[src/rtl/text_link_pipe.sv]
// ----------------------------------------------------------------------------
// text_link_pipe
//   Self-contained secure text link between a byte source and a byte sink:
//   stream-cipher encrypt -> fixed-latency channel -> decrypt -> output FIFO.
//   Both keystreams come from identical Galois LFSRs that are seeded with the
//   same key and warmed up together. The decrypt LFSR only steps when a byte
//   leaves the channel, so the two keystreams stay aligned byte for byte.
//   Credit-based flow control means no byte is ever dropped.
//
// Handshake (both ends): a transfer happens on a rising edge where valid and
//   ready are both 1. in_ready never depends on in_valid, and out_valid never
//   depends on out_ready. in_valid/in_data may change freely while in_ready=0.
//
// Ports
//   clk, reset   single clock; synchronous active-high reset
//   key_load     pulse: latch key_in and reload both keystreams once drained
//   key_in       new key (a zero key is replaced by 1)
//   err_inject   flip bit 0 of the ciphertext entering the channel this cycle
//   in_valid/in_data/in_ready     plaintext input
//   out_valid/out_data/out_ready  decrypted output (FIFO head)
//   init_done    keystreams warmed up, link running
//   byte_count   bytes popped at the output, wraps at 16 bits
//
// Debug: the FSM state is held in the signal 'state' (type state_t).
// ----------------------------------------------------------------------------
module text_link_pipe #(
    parameter int                DATA_W     = 8,
    parameter int                LFSR_W     = 16,
    parameter logic [LFSR_W-1:0] KEY_RST    = LFSR_W'(123),
    parameter logic [LFSR_W-1:0] LFSR_POLY  = LFSR_W'(16'hB400),
    parameter int                WARMUP     = 16,
    parameter int                CHAN_LAT   = 4,
    parameter int                FIFO_DEPTH = 8,
    parameter bit                ERR_INJ_EN = 1'b1
) (
    input  logic              clk,
    input  logic              reset,
    input  logic              key_load,
    input  logic [LFSR_W-1:0] key_in,
    input  logic              err_inject,
    input  logic              in_valid,
    input  logic [DATA_W-1:0] in_data,
    output logic              in_ready,
    output logic              out_valid,
    output logic [DATA_W-1:0] out_data,
    input  logic              out_ready,
    output logic              init_done,
    output logic [15:0]       byte_count
);

    localparam int PTR_W  = $clog2(FIFO_DEPTH);
    localparam int CNT_W  = $clog2(FIFO_DEPTH + CHAN_LAT + 2) + 1;
    localparam int WCNT_W = $clog2(WARMUP + 1);

    typedef enum logic [1:0] {
        ST_INIT  = 2'd0,
        ST_RUN   = 2'd1,
        ST_DRAIN = 2'd2
    } state_t;

    state_t state, state_next;

    // Galois right-shift LFSR step.
    function automatic logic [LFSR_W-1:0] lfsr_step(input logic [LFSR_W-1:0] v);
        return (v >> 1) ^ (v[0] ? LFSR_POLY : '0);
    endfunction

    // An all-zero seed would lock the LFSR, so it is replaced by 1.
    function automatic logic [LFSR_W-1:0] key_fix(input logic [LFSR_W-1:0] k);
        return (k == '0) ? LFSR_W'(1) : k;
    endfunction

    logic [WCNT_W-1:0] warm_cnt;
    logic              warm_last;
    logic [LFSR_W-1:0] key_q, key_next;
    logic [LFSR_W-1:0] enc_lfsr, dec_lfsr;

    logic              enc_valid;
    logic [DATA_W-1:0] enc_q;
    logic [CHAN_LAT-1:0] chan_valid;
    logic [DATA_W-1:0] chan_data [CHAN_LAT];
    logic              dec_valid;
    logic [DATA_W-1:0] dec_q;
    logic [DATA_W-1:0] inj_mask;

    logic [DATA_W-1:0] mem [FIFO_DEPTH];
    logic [PTR_W-1:0]  wr_ptr, rd_ptr;
    logic [PTR_W:0]    fifo_count;

    logic [CNT_W-1:0]  inflight;
    logic              credit_ok;
    logic              pipe_empty;
    logic              drain_done;
    logic              accept, push, pop;

    // ------------------------------------------------------------------
    // Credit: every byte already accepted owns a FIFO slot, so a byte is
    // only taken when the FIFO plus everything in flight has room.
    // ------------------------------------------------------------------
    always_comb begin
        inflight = CNT_W'(enc_valid) + CNT_W'(dec_valid);
        for (int i = 0; i < CHAN_LAT; i++) begin
            inflight = inflight + CNT_W'(chan_valid[i]);
        end
    end

    assign credit_ok  = (CNT_W'(fifo_count) + inflight) < CNT_W'(FIFO_DEPTH);
    assign pipe_empty = !enc_valid && (chan_valid == '0) && !dec_valid;
    assign warm_last  = (warm_cnt == WCNT_W'(WARMUP - 1));
    assign key_next   = key_load ? key_fix(key_in) : key_q;

    // ------------------------------------------------------------------
    // FSM
    // ------------------------------------------------------------------
    always_ff @(posedge clk) begin
        if (reset) begin
            state <= ST_INIT;
        end else begin
            state <= state_next;
        end
    end

    always_comb begin
        state_next = state;
        in_ready   = 1'b0;
        init_done  = 1'b0;
        drain_done = 1'b0;
        case (state)
            ST_INIT: begin
                if (warm_last) state_next = ST_RUN;
            end
            ST_RUN: begin
                init_done = 1'b1;
                in_ready  = !key_load && credit_ok;
                if (key_load) state_next = ST_DRAIN;
            end
            ST_DRAIN: begin
                // Bytes already in flight still use the old keystream; the
                // reload waits until the decrypt side has consumed them all.
                if (pipe_empty) begin
                    drain_done = 1'b1;
                    state_next = ST_INIT;
                end
            end
            default: state_next = ST_INIT;
        endcase
    end

    assign accept = in_valid && in_ready;

    always_ff @(posedge clk) begin
        if (reset || state != ST_INIT || warm_last) begin
            warm_cnt <= '0;
        end else begin
            warm_cnt <= warm_cnt + 1'b1;
        end
    end

    always_ff @(posedge clk) begin
        if (reset) begin
            key_q <= key_fix(KEY_RST);
        end else begin
            key_q <= key_next;
        end
    end

    // ------------------------------------------------------------------
    // Keystreams
    // ------------------------------------------------------------------
    always_ff @(posedge clk) begin
        if (reset) begin
            enc_lfsr <= key_fix(KEY_RST);
            dec_lfsr <= key_fix(KEY_RST);
        end else if (state == ST_INIT) begin
            enc_lfsr <= lfsr_step(enc_lfsr);
            dec_lfsr <= lfsr_step(dec_lfsr);
        end else if (drain_done) begin
            enc_lfsr <= key_next;
            dec_lfsr <= key_next;
        end else begin
            if (accept)                enc_lfsr <= lfsr_step(enc_lfsr);
            if (chan_valid[CHAN_LAT-1]) dec_lfsr <= lfsr_step(dec_lfsr);
        end
    end

    // ------------------------------------------------------------------
    // Encrypt register -> channel -> decrypt register
    // ------------------------------------------------------------------
    assign inj_mask = {{(DATA_W-1){1'b0}}, (ERR_INJ_EN && err_inject && enc_valid)};

    always_ff @(posedge clk) begin
        if (reset) begin
            enc_valid  <= 1'b0;
            enc_q      <= '0;
            chan_valid <= '0;
            for (int i = 0; i < CHAN_LAT; i++) chan_data[i] <= '0;
            dec_valid  <= 1'b0;
            dec_q      <= '0;
        end else begin
            enc_valid <= accept;
            if (accept) enc_q <= in_data ^ enc_lfsr[DATA_W-1:0];
            chan_valid[0] <= enc_valid;
            chan_data[0]  <= enc_q ^ inj_mask;
            for (int i = 1; i < CHAN_LAT; i++) begin
                chan_valid[i] <= chan_valid[i-1];
                chan_data[i]  <= chan_data[i-1];
            end
            dec_valid <= chan_valid[CHAN_LAT-1];
            dec_q     <= chan_data[CHAN_LAT-1] ^ dec_lfsr[DATA_W-1:0];
        end
    end

    // ------------------------------------------------------------------
    // Output FIFO (never flushed by a key reload)
    // ------------------------------------------------------------------
    assign push      = dec_valid;
    assign out_valid = (fifo_count != '0);
    assign pop       = out_valid && out_ready;
    assign out_data  = out_valid ? mem[rd_ptr] : '0;

    always_ff @(posedge clk) begin
        if (push) mem[wr_ptr] <= dec_q;
    end

    always_ff @(posedge clk) begin
        if (reset) begin
            wr_ptr     <= '0;
            rd_ptr     <= '0;
            fifo_count <= '0;
            byte_count <= '0;
        end else begin
            if (push) wr_ptr <= wr_ptr + 1'b1;
            if (pop) begin
                rd_ptr     <= rd_ptr + 1'b1;
                byte_count <= byte_count + 16'd1;
            end
            case ({push, pop})
                2'b10:   fifo_count <= fifo_count + 1'b1;
                2'b01:   fifo_count <= fifo_count - 1'b1;
                default: fifo_count <= fifo_count;
            endcase
        end
    end

endmodule

[config.mk]
export PLATFORM = sky130hd
export DESIGN_NAME = text_link_pipe
export DESIGN_NICKNAME = d
export VERILOG_FILES = /design/src/rtl/text_link_pipe.sv
export SDC_FILE = /design/constraint.sdc
export NUM_CORES = 1
export LEC_CHECK = 0
export CORE_ASPECT_RATIO = 1.1
export CORE_MARGIN = 3
export CORE_UTILIZATION = 62
export DETAILED_ROUTE_END_ITERATION = 12
export PLACE_DENSITY = 0.81
export REMOVE_ABC_BUFFERS = 1
export SYNTH_ARGS = -nofsm -noshare
export SYNTH_HDL_FRONTEND = slang
export SYNTH_SLANG_ARGS = --single-unit
[constraint.sdc]
create_clock -name clk -period 5.7 [get_ports clk]
set_clock_uncertainty 0.15 [all_clocks]
set_input_delay 0.57 -clock clk [delete_from_list [all_inputs] [get_ports clk]]
set_output_delay 0.57 -clock clk [all_outputs]
set_load 0.02 [all_outputs]
==> metrics.txt, run 1 <==
Root Driver clkbuf_16; die area around 14000 um2; share of layout cells above drive strength 1 under 10%; area taken by multi-input logic gates between 2000 and 3000 um2; top-area cell type share of the netlist area 35.3%; CTS-repair resized insts 0; vias in the first global route around 5100; sequential-to-total area share from yosys stat 59.8%; min Tclk post-route 4.14 ns; DRT Pass-1 Iters 4; DR vias 5043; Crit-path slowest cell clkdlybuf4s50_1; VDD IR max about 0.25 mV; Power, Total roughly 2900 uW; drt wl/cell roughly 17 um; Async SR Flop Fraction 0%; CP Launch Type flop; initial DRC count ~320; Reg-to-Reg End enc_lfsr[14]; setup TNS 0 ns; most frequent cells after synthesis dfxtp_1, nor2_1, edfxtp_1; Reg area approximately 4700 um2; initial antenna violation count 0; worst path arrival time 3.42 ns; DP Area approximately 8500 um2; RSZ-0062 raised after global routing false; Worst Hold Endpoint chan_data[2][5]; final core utilization 74.9%; Design Area, Final roughly 9100 um2; first-pass GRT wire length 24600 um; cell accounting for the most synthesized area dfxtp_1; final wirelength 14900 um; endpoint type of the worst setup path primary output; Final ANT Viol Nets 0; Initial Util between 60% and 70%; worst-path cell chain fa_1, inv_1, fa_1, inv_1, ha_1, a211oi_1, nor2_1, nor3_1, clkdlybuf4s50_1; EDFF count, synth 64; Synth Warn # 0; GR peak layer met2; fmax approximately 240 MHz; CTS Buf Count 20; H-Tree Level Count 1; max-slew violation count 0; Tcrit/Tclk final between 70% and 80%; WS Path Type flop to primary output; hold depth 1; Top-Level Pins 57; Global Route met1 Usage 26.5%; largest net degree at the start of global routing 99; Post-Syn Area per Cell 11.6 um2; final setup vio count 0; Die Y-Extent between 100 and 150 um; Static Leak roughly 0.0032 uW; Hold Buf Count CTS 0; area grow syn2layout 16.6%; drt drc 0; post-synthesis register bit count around 200; Max-slew headroom 19.6%; top-count cell post-synth dfxtp_1; met3 Resource Use GR between 2 and 3%; CTS tree done; crit-path max cell delay approximately 0.63 ns; mapped cell area just under 8000 um2; Rows between 40 and 50; Post-DP HPWL ~10000 um; Crit path required time between 4 and 5 ns; GRT overflow 0; Pwr Density between 300 and 400 nW/um2; min-delay worst type flop to flop; worst reg2reg path depth 10; start point of the worst hold path chan_data[1][5]; routed vias/inst between 5 and 6; cells after synthesis about 670; clk buf depth 3; Fin Hold WS around 0.28 ns; Total Routing Usage GR roughly 22%; Fill cells around 830; Reg2Reg Setup Slack about 2.3 ns; Synth area leaders dfxtp_1, edfxtp_1, mux4_2; RD Place Congestion between 0.8 and 0.9; Main synth FF type dfxtp_1; Distinct cells, synth 48; outcome completed; Hold Violations, Final 0; Post-CTS Setup Bufs 0; FF-to-FF Start enc_valid; Max Cap Viol 0; Max Fanout on Critical Path 5; clk sink count 202; worst-skew pair later-pin latency 0.48 ns; Port Buffers between 50 and 60; n_diodes 0; CTS clk-pin slew, worst paths approximately 0.06 ns; worst-margin pin slew ~1.2 ns; met2 global-route usage approximately 40%; die width around 110 um; core area roughly 12000 um2; Nets 766
## where the power goes
part | leakage [uW] | total, uW | internal (uW) | switching (uW)
Sequential | 0.00171 | 1530 | 1510 | 21.4
Clock | 0.000317 | 1290 | 771 | 520
Combinational | 0.00119 | 92.5 | 49.2 | 43.3
## sequential cells by signal, indices dropped and copies added (netlist names), named ones only
register    count
dec_valid       1
enc_q           8
enc_lfsr       16
state           2
mem            64
chan_valid      4
enc_valid       1
chan_data      32
fifo_count      4
dec_lfsr       16
dec_q           8
byte_count     16
rd_ptr          3
key_q          16
warm_cnt        5
wr_ptr          3
## placed cells by master, fill, tap and decap left out, types with 8 or more instances in the layout
cell             count
xor2_1               8
o211ai_1            18
o21ai_0             16
nand2b_1             8
ha_1                12
nor3_1              12
dfxtp_1            138
clkdlybuf4s50_1     55
nor2_1              71
mux4_2              16
clkbuf_16           21
xnor2_1             35
nand2_1             50
mux2i_1             26
inv_1               17
a21oi_1             39
nor2b_1             38
edfxtp_1            64
## cells by family (layout without fill, tap and decap cells)
group	after synthesis	in the layout	synth area share [%]
compound gates	97	97	7.91
xor+xnor	43	43	4.81
fa+ha+maj	15	15	2.68
buf+inv	53	116	2.88
flops	202	202	59.8
mux	42	42	7.93
simple gates	220	220	14.0
## metrics by stage
step	cells	setup WS [ns]
final	889	1.56
after global routing	889	1.46
after CTS	889	1.53
after detailed placement	853	2.03
after global placement	853	2.08
after floorplan	637	2.44
## how the worst max path moves through the flow
stage / startpoint / depth (start not counted) / to / slack (ns)
after floorplan: enc_valid / 8 / in_ready / 2.44
after global placement: enc_valid / 9 / in_ready / 2.08
after detailed placement: enc_valid / 9 / in_ready / 2.03
after CTS: enc_valid / 9 / in_ready / 1.53
after global routing: enc_valid / 9 / in_ready / 1.46
final: enc_valid / 9 / in_ready / 1.56
## layout make-up
cell class                      count  share of cell area, %
Inverter                           18                  0.740
Sequential cell                   202                   51.3
Tap cell                          154                   2.11
Clock inverter                      8                   1.08
Clock buffer                       28                   6.04
Multi-Input combinational cell    417                   32.1
Timing Repair Buffer               62                   6.61
## metal layers
layer	wire (um)	part of all wire (%)
met1	6330	42
met4	369	2.5
met5	0	0
met3	561	3.8
met2	7680	51
## critical path: cells and delay by family, from the launching register on
kind / cells / cell delay, ns
AO/OA/AOI/OAI: 1 / 0.23
flip-flops: 1 / 0.38
AND/OR/NAND/NOR: 2 / 0.34
adder cells (fa/ha/maj): 3 / 1.28
buffers and inverters: 3 / 0.71
(Power assumes the default switching activity.)
==> run 2, diff against run 1 <==
--- a/config.mk
+++ b/config.mk
@@ -7,9 +7,9 @@
 export LEC_CHECK = 0
 export CORE_ASPECT_RATIO = 1.1
 export CORE_MARGIN = 3
-export CORE_UTILIZATION = 62
+export CORE_UTILIZATION = 58
 export DETAILED_ROUTE_END_ITERATION = 12
-export PLACE_DENSITY = 0.81
+export PLACE_DENSITY = 0.76
 export REMOVE_ABC_BUFFERS = 1
 export SYNTH_ARGS = -nofsm -noshare
 export SYNTH_HDL_FRONTEND = slang
==> constraint.sdc (replaced) <==
create_clock -name clk -period 4.3 [get_ports clk]
set_clock_uncertainty 0.15 [all_clocks]
set_input_delay 0.43 -clock clk [delete_from_list [all_inputs] [get_ports clk]]
set_output_delay 0.43 -clock clk [all_outputs]
set_load 0.02 [all_outputs]
==> run 2 against run 1 <==
Net effect:
- clock-buffer cell count increased by 2
- utilization decreased by 4.5 points
- clock power is 23% higher
- non-clock buffer count grew 1
==> metrics.txt, run 2 (same netlist as run 1, synthesis figures left out) <==
largest net degree at the start of global routing around 90; Pwr Density 411 nW/um2; Fin Hold WS roughly 0.28 ns; die width about 120 um; Crit path required time 3.72 ns; area grow syn2layout 16.1%; Die Y-Extent about 130 um; share of layout cells above drive strength 1 about 8.6%; Max Cap Viol 0; Static Leak ~0.0032 uW; worst reg2reg path depth 10; Max Fanout on Critical Path 5; core area about 13000 um2; Initial Util about three fifths; min-delay worst type flop to flop; Post-DP HPWL around 9800 um; DRT Pass-1 Iters 4; max-slew violation count 0; Hold Violations, Final 0; final wirelength between 10000 and 15000 um; Hold Buf Count CTS 0; initial antenna violation count 0; outcome completed; Crit-path slowest cell clkdlybuf4s50_1; worst-path cell chain fa_1, inv_1, fa_1, inv_1, ha_1, a211oi_1, nor2_1, nor3_1, clkdlybuf4s50_1; setup TNS 0 ns; Root Driver clkbuf_16; Largest register FFs between 60 and 70; first-pass GRT wire length ~24000 um; clk sink count roughly 200; Inst Count DP roughly 860; RD Place Congestion slightly above 0.8; CP Launch Type flop; timing endpoint of the critical path in_ready; Max-slew headroom between 20% and 30%; Biggest register mem; Fill cells 931; endpoint type of the worst setup path primary output; final setup vio count 0; DR vias 4916; min Tclk post-route approximately 4.1 ns; WL met3 roughly 610 um; CP startpoint enc_valid; Port Buffers 56; Top-Level Pins 57; CTS Buf Count 20; Power, Total 3740 uW; CTS tree done; Reg2Reg Setup Slack around 0.8 ns; Post-CTS Setup Bufs 0; Met2 Routed Length between 7000 and 8000 um; WS Path Type flop to primary output; worst-margin pin slew between 1 and 1.5 ns; FF-to-FF Start enc_valid; n_diodes 0; Largest regs mem x64, chan_data x32; commonest non-fill, non-tap cell in the layout dfxtp_1; CTS-repair resized insts 0; Tcrit/Tclk final 95.0%; drt wl/cell 16.3 um; fmax between 200 and 250 MHz; vias in the first global route slightly below 5000; die area 14900 um2; RSZ-0062 raised after global routing false; Reg-to-Reg End enc_lfsr[10]; VDD IR max 0.276 mV; Nets about 770; Highest Signal Layer met4; GRT overflow 0; crit-path max cell delay 0.64 ns; Design Area, Final 9090 um2; worst path arrival time ~3.5 ns; most frequent cells in the layout dfxtp_1, nor2_1, edfxtp_1; clk buf depth 3; H-Tree Level Count 1; Final ANT Viol Nets 0; drt drc 0; routed vias/inst 5.52; post-route insts no fill between 800 and 900; CTS clk-pin slew, worst paths ~0.060 ns; DP Area roughly 8500 um2; initial DRC count ~250; worst-skew pair later-pin latency about 0.47 ns; Rows 43; M1 WL 6330 um; Total Routing Usage GR 19.7%
## run 2: cell count changes in the layout (fill, tap and decap cells not counted)
| cell | change |
|---|---|
| buf_4 | +1 |
| clkinv_8 | -1 |
| clkinv_2 | -1 |
| clkbuf_1 | -1 |
| bufinv_16 | -2 |
| clkbuf_2 | +1 |
| clkbuf_8 | +2 |
## run 2: final cells by class
class | count | area (um2) | share of cell area, %
Timing Repair Buffer | 63 | 611 | 6.72
Clock inverter | 4 | 17.5 | 0.193
Multi-Input combinational cell | 417 | 2930 | 32.2
Tap cell | 157 | 196 | 2.16
Sequential cell | 202 | 4680 | 51.5
Inverter | 18 | 67.6 | 0.743
Clock buffer | 30 | 581 | 6.39
## run 2: worst min path at each step
stage                          from              end  slack [ns]  depth (start not counted)
floorplan           chan_data[0][0]  chan_data[1][0]        0.26                          1
global route        chan_data[2][3]  chan_data[3][3]        0.30                          1
finish              chan_data[1][5]  chan_data[2][5]        0.28                          1
CTS                 chan_data[0][0]  chan_data[1][0]        0.28                          1
detailed placement  chan_data[1][5]  chan_data[2][5]        0.27                          1
global placement    chan_data[0][6]  chan_data[1][6]        0.27                          1
## run 2: report_power, final
| part | leakage (uW) | switching (uW) | internal, uW |
|---|---|---|---|
| Sequential | 0.00171 | 27.8 | 2000 |
| Combinational | 0.00120 | 56.7 | 65.3 |
| Clock | 0.000295 | 659 | 928 |
| Total | 0.00320 | 744 | 2990 |
## run 2: stage by stage
step	setup WS [ns]	util (%)
floorplan	1.18	-
global placement	0.799	65.7
detailed placement	0.680	65.7
CTS	0.190	70.4
global route	0.0689	70.4
finish	0.213	70.4
## run 2: metal layers
layer,global-route usage (%),vias to the layer above
li1,-,2460
met1,26.6,2344
met2,33.7,96
met3,3.07,16
met4,4.18,0
met5,0,-
## run 2: critical path, delay by kind of cell, from the launching register on
kind	cells	cell delay [ns]
AOI/OAI and AO/OA	1	0.27
buffers and inverters	3	0.73
DFF	1	0.37
and+or+nand+nor	2	0.37
adders and majority gates	3	1.30
==> run 3, diff against run 2 <==
--- a/config.mk
+++ b/config.mk
@@ -5,6 +5,7 @@
 export SDC_FILE = /design/constraint.sdc
 export NUM_CORES = 1
 export LEC_CHECK = 0
+export ABC_CLOCK_PERIOD_IN_PS = 4300
 export CORE_ASPECT_RATIO = 1.1
 export CORE_MARGIN = 3
 export CORE_UTILIZATION = 58
==> results of run 3 <==
No change in the layout: final DEF, timing and power equal those of run 2.
